File: config.mk
export PLATFORM = sky130hd
export DESIGN_NAME = ysyx_23060229_lsu
export DESIGN_NICKNAME = d
export VERILOG_FILES = /design/src/rtl/ysyx_23060229_lsu_pkg.sv /design/src/rtl/ysyx_23060229_lsu_align.sv /design/src/rtl/ysyx_23060229_lsu.sv
export SDC_FILE = /design/constraint.sdc
export NUM_CORES = 1
export LEC_CHECK = 0
export CELL_PAD_IN_SITES_DETAIL_PLACEMENT = 1
export CELL_PAD_IN_SITES_GLOBAL_PLACEMENT = 1
export CORE_ASPECT_RATIO = 0.8
export CORE_MARGIN = 8
export CORE_UTILIZATION = 30
export DETAILED_ROUTE_END_ITERATION = 16
export GPL_TIMING_DRIVEN = 0
export PLACE_DENSITY_LB_ADDON = 0.05
export SYNTH_ARGS = -nofsm -noshare
export SYNTH_HDL_FRONTEND = slang
export SYNTH_SLANG_ARGS = --single-unit
export TNS_END_PERCENT = 5
File: constraint.sdc
create_clock -name clk -period 4.09 [get_ports clk]
set_clock_uncertainty 0.2 [all_clocks]
set_input_delay 0.6135 -clock clk [delete_from_list [all_inputs] [get_ports clk]]
set_output_delay 0.6135 -clock clk [all_outputs]
set_load 0.03 [all_outputs]
File: src/rtl/ysyx_23060229_lsu_pkg.sv
// rtl/ysyx_23060229_lsu_pkg.sv - shared quest encodings, LSU states and alignment helper
package ysyx_23060229_lsu_pkg;

  localparam logic [1:0] QUEST_NONE = 2'b00;
  localparam logic [1:0] QUEST_BYTE = 2'b01;
  localparam logic [1:0] QUEST_HALF = 2'b10;
  localparam logic [1:0] QUEST_WORD = 2'b11;

  typedef enum logic [1:0] {
    LSU_IDLE = 2'd0,
    LSU_REQ  = 2'd1,
    LSU_WAIT = 2'd2,
    LSU_DONE = 2'd3
  } lsu_state_e;

  function automatic logic is_misaligned(input logic [1:0] size, input logic [1:0] offset);
    logic bad;
    bad = 1'b0;
    case (size)
      QUEST_HALF: bad = offset[0];
      QUEST_WORD: bad = (offset != 2'b00);
      default:    bad = 1'b0;
    endcase
    return bad;
  endfunction

endpackage

File: src/rtl/ysyx_23060229_lsu_align.sv
// rtl/ysyx_23060229_lsu_align.sv - byte-lane steering for stores and extraction/extension for loads
module ysyx_23060229_lsu_align
  import ysyx_23060229_lsu_pkg::*;
(
  input  logic [1:0]  size,
  input  logic [1:0]  offset,
  input  logic        ld_unsigned,
  input  logic [31:0] wdata,
  input  logic [31:0] word,
  output logic [3:0]  wmask,
  output logic [31:0] wdata_lane,
  output logic [31:0] ld_data
);

  logic [31:0] shifted;
  logic        sign_fill;

  always_comb begin
    wmask      = 4'b0000;
    wdata_lane = 32'h0;
    ld_data    = 32'h0;
    sign_fill  = 1'b0;
    shifted    = word >> {offset, 3'b000};
    case (size)
      QUEST_BYTE: begin
        wmask      = 4'b0001 << offset;
        wdata_lane = {4{wdata[7:0]}};
        sign_fill  = ~ld_unsigned & shifted[7];
        ld_data    = {{24{sign_fill}}, shifted[7:0]};
      end
      QUEST_HALF: begin
        wmask      = 4'b0011 << offset;
        wdata_lane = {2{wdata[15:0]}};
        sign_fill  = ~ld_unsigned & shifted[15];
        ld_data    = {{16{sign_fill}}, shifted[15:0]};
      end
      QUEST_WORD: begin
        wmask      = 4'b1111;
        wdata_lane = wdata;
        ld_data    = shifted;
      end
      default: begin
        wmask      = 4'b0000;
        wdata_lane = 32'h0;
        ld_data    = 32'h0;
      end
    endcase
  end

endmodule

File: src/rtl/ysyx_23060229_lsu.sv
// rtl/ysyx_23060229_lsu.sv - single-outstanding load/store unit between EXU and the data-memory port
module ysyx_23060229_lsu
  import ysyx_23060229_lsu_pkg::*;
#(
  parameter int ADDR_W = 32,
  parameter int DATA_W = 32
) (
  input  logic              clk,
  input  logic              rst,
  input  logic              req_valid,
  output logic              req_ready,
  input  logic [1:0]        rd_quest,
  input  logic [1:0]        wr_quest,
  input  logic              ld_unsigned,
  input  logic [ADDR_W-1:0] addr,
  input  logic [DATA_W-1:0] wdata,
  output logic              mem_req_valid,
  input  logic              mem_req_ready,
  output logic              mem_we,
  output logic [ADDR_W-1:0] mem_addr,
  output logic [3:0]        mem_wmask,
  output logic [DATA_W-1:0] mem_wdata,
  input  logic              mem_resp_valid,
  input  logic [DATA_W-1:0] mem_rdata,
  output logic              done,
  output logic              err,
  output logic [DATA_W-1:0] rdata
);

  lsu_state_e state, next_state;

  logic [1:0]  size_q;
  logic [1:0]  off_q;
  logic        uns_q;

  logic [1:0]  req_size;
  logic        has_rd, has_wr;
  logic        req_bad, req_noop;
  logic        accept, start_bus;

  logic [1:0]  sel_size;
  logic [1:0]  sel_off;
  logic        sel_uns;
  logic [3:0]  lane_mask;
  logic [31:0] lane_wdata;
  logic [31:0] ext_data;

  assign has_rd    = (rd_quest != QUEST_NONE);
  assign has_wr    = (wr_quest != QUEST_NONE);
  assign req_size  = rd_quest | wr_quest;
  assign req_noop  = ~has_rd & ~has_wr;
  assign req_bad   = (has_rd & has_wr) | is_misaligned(req_size, addr[1:0]);
  assign accept    = (state == LSU_IDLE) & req_valid;
  assign start_bus = accept & ~req_bad & ~req_noop;

  // The aligner is shared: it steers incoming store data while idle and extracts
  // load data from the latched request once the bus transaction is underway.
  assign sel_size = (state == LSU_IDLE) ? req_size    : size_q;
  assign sel_off  = (state == LSU_IDLE) ? addr[1:0]   : off_q;
  assign sel_uns  = (state == LSU_IDLE) ? ld_unsigned : uns_q;

  ysyx_23060229_lsu_align u_align (
    .size        (sel_size),
    .offset      (sel_off),
    .ld_unsigned (sel_uns),
    .wdata       (wdata),
    .word        (mem_rdata),
    .wmask       (lane_mask),
    .wdata_lane  (lane_wdata),
    .ld_data     (ext_data)
  );

  always_ff @(posedge clk) begin
    if (rst) begin
      state <= LSU_IDLE;
    end else begin
      state <= next_state;
    end
  end

  always_comb begin
    next_state    = state;
    req_ready     = 1'b0;
    mem_req_valid = 1'b0;
    done          = 1'b0;
    case (state)
      LSU_IDLE: begin
        req_ready = 1'b1;
        if (req_valid) begin
          next_state = start_bus ? LSU_REQ : LSU_DONE;
        end
      end
      LSU_REQ: begin
        mem_req_valid = 1'b1;
        if (mem_req_ready) begin
          next_state = LSU_WAIT;
        end
      end
      LSU_WAIT: begin
        if (mem_resp_valid) begin
          next_state = LSU_DONE;
        end
      end
      LSU_DONE: begin
        done       = 1'b1;
        next_state = LSU_IDLE;
      end
      default: next_state = LSU_IDLE;
    endcase
  end

  always_ff @(posedge clk) begin
    if (rst) begin
      size_q    <= QUEST_NONE;
      off_q     <= 2'b00;
      uns_q     <= 1'b0;
      mem_we    <= 1'b0;
      mem_addr  <= '0;
      mem_wmask <= 4'b0000;
      mem_wdata <= '0;
      err       <= 1'b0;
      rdata     <= '0;
    end else begin
      if (accept) begin
        err   <= req_bad;
        rdata <= '0;
        if (start_bus) begin
          size_q    <= req_size;
          off_q     <= addr[1:0];
          uns_q     <= ld_unsigned;
          mem_we    <= has_wr;
          mem_addr  <= {addr[ADDR_W-1:2], 2'b00};
          mem_wmask <= has_wr ? lane_mask  : 4'b0000;
          mem_wdata <= has_wr ? lane_wdata : '0;
        end
      end else if ((state == LSU_WAIT) && mem_resp_valid && !mem_we) begin
        rdata <= ext_data;
      end
    end
  end

endmodule

==> results of run 1 <==
==> layout make-up <==
| cell class | count | area [sq um] |
|---|---|---|
| Clock buffer | 9 | 225 |
| Inverter | 8 | 30.0 |
| Tap cell | 215 | 269 |
| Multi-Input combinational cell | 422 | 2550 |
| Clock inverter | 7 | 87.6 |
| Sequential cell | 107 | 2140 |
| Buffer | 42 | 176 |
| Timing Repair Buffer | 207 | 2070 |
| Fill cell | 1841 | 8300 |
==> layer usage <==
metal	routed length [um]	vias up	global-route usage [%]
met2	9310	153	30.9
met3	1040	16	4.53
met5	0	-	0
li1	-	2486	-
met4	252	0	5.14
met1	9860	2473	26.0
==> worst max-delay path by stage <==
stage                     start             to  slack (ps)  cells past startpoint
finish              rd_quest[0]   mem_wdata[1]         270                     10
global route        rd_quest[0]  mem_wdata[19]          20                     10
CTS                 rd_quest[1]   mem_wdata[1]         280                     10
detailed placement  rd_quest[1]   mem_wdata[1]         -80                     10
global placement    rd_quest[1]   mem_wdata[6]         -10                     10
floorplan              state[0]   mem_wdata[0]        1200                     11
==> per-stage QoR <==
step                power [W]  area (sq um)  utilization [%]
finish                0.00408          7550             47.6
global route          0.00434          7550             47.6
global placement      0.00312          7230             45.6
detailed placement    0.00317          7230             45.6
floorplan             0.00247          4890                -
CTS                   0.00411          7540             47.6
==> cells by family (layout without fill, tap and decap cells) <==
family / count (synthesis) / count (layout) / share of synthesized area [%]
AOI/OAI and AO/OA: 184 / 184 / 24.5
xor gates and xnor gates: 1 / 1 / 0.179
adders and majority gates: 11 / 11 / 2.82
buffers and inverters: 50 / 273 / 4.22
DFF: 107 / 107 / 43.8
muxes: 34 / 34 / 7.22
other: 1 / 2 / 0.0767
and+or+nand+nor: 190 / 190 / 17.2
==> worst max-delay path: cells and delay by family <==
family,cells,cell delay (ps)
and+or+nand+nor,4,1400
AOI/OAI and AO/OA,2,590
adders and majority gates,1,300
buffers and inverters,3,1010
==> sequential cells by signal, summed over array words and instances, names as in the netlist <==
name       cells
err            1
size_q         2
mem_wmask      4
state          2
uns_q          1
rdata         32
mem_wdata     32
mem_addr      30
off_q          2
mem_we         1
==> cells in the final DEF (no fill, tap or decap), types with 2 or more instances in the layout <==
master,Yosys,routed
a21oi_1,69,68
or2_2,12,12
clkbuf_1,30,30
o32ai_1,2,2
nand2b_1,6,6
inv_6,0,2
a222oi_1,8,8
clkdlybuf4s50_1,0,207
nor3_1,7,7
mux2i_1,33,33
o22ai_1,7,7
nor2b_1,6,6
buf_4,3,3
or3_1,3,3
nand3b_1,2,2
nand2_1,99,99
nor2_1,48,48
a2bb2oi_1,9,9
clkinvlp_4,0,2
conb_1,1,2
o21ai_0,32,32
buf_2,6,6
a211oi_1,3,3
dfxtp_1,107,107
a22oi_1,25,25
a22o_1,24,24
clkbuf_16,0,9
inv_1,8,8
buf_1,3,3
ha_1,11,11
==> repair_timing <==
action                                  in CTS  in global routing
endpoints found under the setup margin       0                 14
resized for setup                            0                  1
setup buffers                                0                  0
==> power groups by stage <==
stage	Sequential (W)	Combinational, W	Clock, W
2_1_floorplan	0.00131	0.00116	0
5_1_grt	0.00117	0.00217	0.000992
3_3_place_gp	0.00118	0.00194	0
3_5_place_dp	0.00119	0.00199	0
4_1_cts	0.00116	0.00200	0.000953
6_report	0.00116	0.00199	0.000922
==> flow_summary.toml, run 1 <==
[clock_network]
insertion_delay_ps = 360
cts-htree-levels = 3
cts_buffer_depth = 2
path_clk_slew_ps = 70
cts_tree = "done"
root_buffer = "clkbuf_16"
cts_sinks = 107
numCtsBuffers = 9
cts_hold_buf = 0

[critical_path]
crit_chain = "clkdlybuf4s50_1 > nor2_1 > a21oi_1 > inv_1 > ha_1 > nor4_1 > or3b_2 > clkbuf_1 > nor3_4 > a22o_1"
critical-path-max-stage-delay_ps = 560
timing.reg2reg.setup_slack_ps = 360
r2r-end = "mem_wdata[1]"
cp_data_arrival_time_ps = 3910
cp-start-kind = "input port"
cp.required_ps = 4180
critPathMaxFanout = 10
critPathCaptureType = "flip-flop"
path_class = "in -> reg"
worstRegToRegCells = 11
r2r-start = "state[0]"
cp_slowest_cell = "clkdlybuf4s50_1"

[placement]
place_ws_ps = -83.9
portBuffers = 207
dp_hpwl_um = 16100
place_inst = 1001
globalplace.congestion = 0.886

[timing]
hold_viol_final = 0
slew_violations = 0
tightest_slew_ps = 908
min_period_over_period_pct = 93.4
finalWorstPathRequiredPeriod_ps = 3820
fin_hold_ws_ps = 255
setup-violations-final = 0
finalSetupTns_ps = 0
layout_setup_ws_ps = 272
fmaxAchievable_ghz = 0.262
max_slew_margin_pct = 39.2
rsz0062_at_grt = "no"

[grt]
grt_pass1_wl_um = 31500
grt-ovfl-total = 0
antenna_found_initial = 0
grt_pass1_vias = 5366
grt_use_total_pct = 19.4
grt_max_degree = 20

[pwr]
seqPwrFrac_pct = 28.5
cellInternalPower_w = 0.00239
power.density_nw_per_um2 = 540
combPwrFrac_pct = 48.8
power.switching_w = 0.00169
sw_frac_of_total_pct = 41.4
p_leak_nw = 2.78
p_clk_share_pct = 22.6
irDropWorstVdd_mv = 0.237

[routing]
drc_errors = 0
wl_per_cell_um = 20.1
dr_total_vias = 5128
drtIter0Drc = 300
detail-route-antenna-nets = 0
dr.pass1.iters = 5
drt-total-wl_um = 20500
avgViaCountPerCell = 5.04

[final_layout]
antenna_cells = 0
area_growth_pct = 54.5
nNetsFinal = 914
drive_gt1_share_pct = 5.49
fin_cells = 1017

[synth]
synth_top_cell_area_share_pct = 43.8
synth_ff_type = "dfxtp_1"
ys_ff_latch = 107
yosysSeqAreaShare_pct = 43.8
synth_common_cells = "107 x dfxtp_1, 99 x nand2_1, 69 x a21oi_1"
syn_area_sq_um = 4890
ys_types = 40
synth-edff-count = 0
synth_area_leaders = "dfxtp_1 44%, nand2_1 7.6%, a21oi_1 7.1%"
syn_avg_cell_area_sq_um = 8.46
synthArstFlopShare_pct = 0
yosys.area.top_type = "dfxtp_1"
yosysMostFrequentCell = "dfxtp_1"
synthCells = 578
ys_warn_count = 0

[die]
start_util_pct = 30.8
dieArea_sq_um = 20700
die_y_um = 130
die_w_um = 159
io_pins = 211
row_count = 41
coreArea_sq_um = 15900

[min_path]
hold_path.startpoint = "mem_addr[4]"
hold_end = "mem_addr[4]"
hold_path_depth = 2
hold_path.class = "reg -> reg"

[run_status]
status = "complete, no violations"

[flow_run]
maxCapViolCount = 0
(Power assumes the default switching activity.)
==> inputs of run 2 (changes only) <==
--- a/config.mk
+++ b/config.mk
@@ -5,6 +5,7 @@
 export SDC_FILE = /design/constraint.sdc
 export NUM_CORES = 1
 export LEC_CHECK = 0
+export ABC_CLOCK_PERIOD_IN_PS = 4090
 export CELL_PAD_IN_SITES_DETAIL_PLACEMENT = 1
 export CELL_PAD_IN_SITES_GLOBAL_PLACEMENT = 1
 export CORE_ASPECT_RATIO = 0.8
==> results of run 2 <==
Final layout, timing and power as in run 1 (identical DEF).
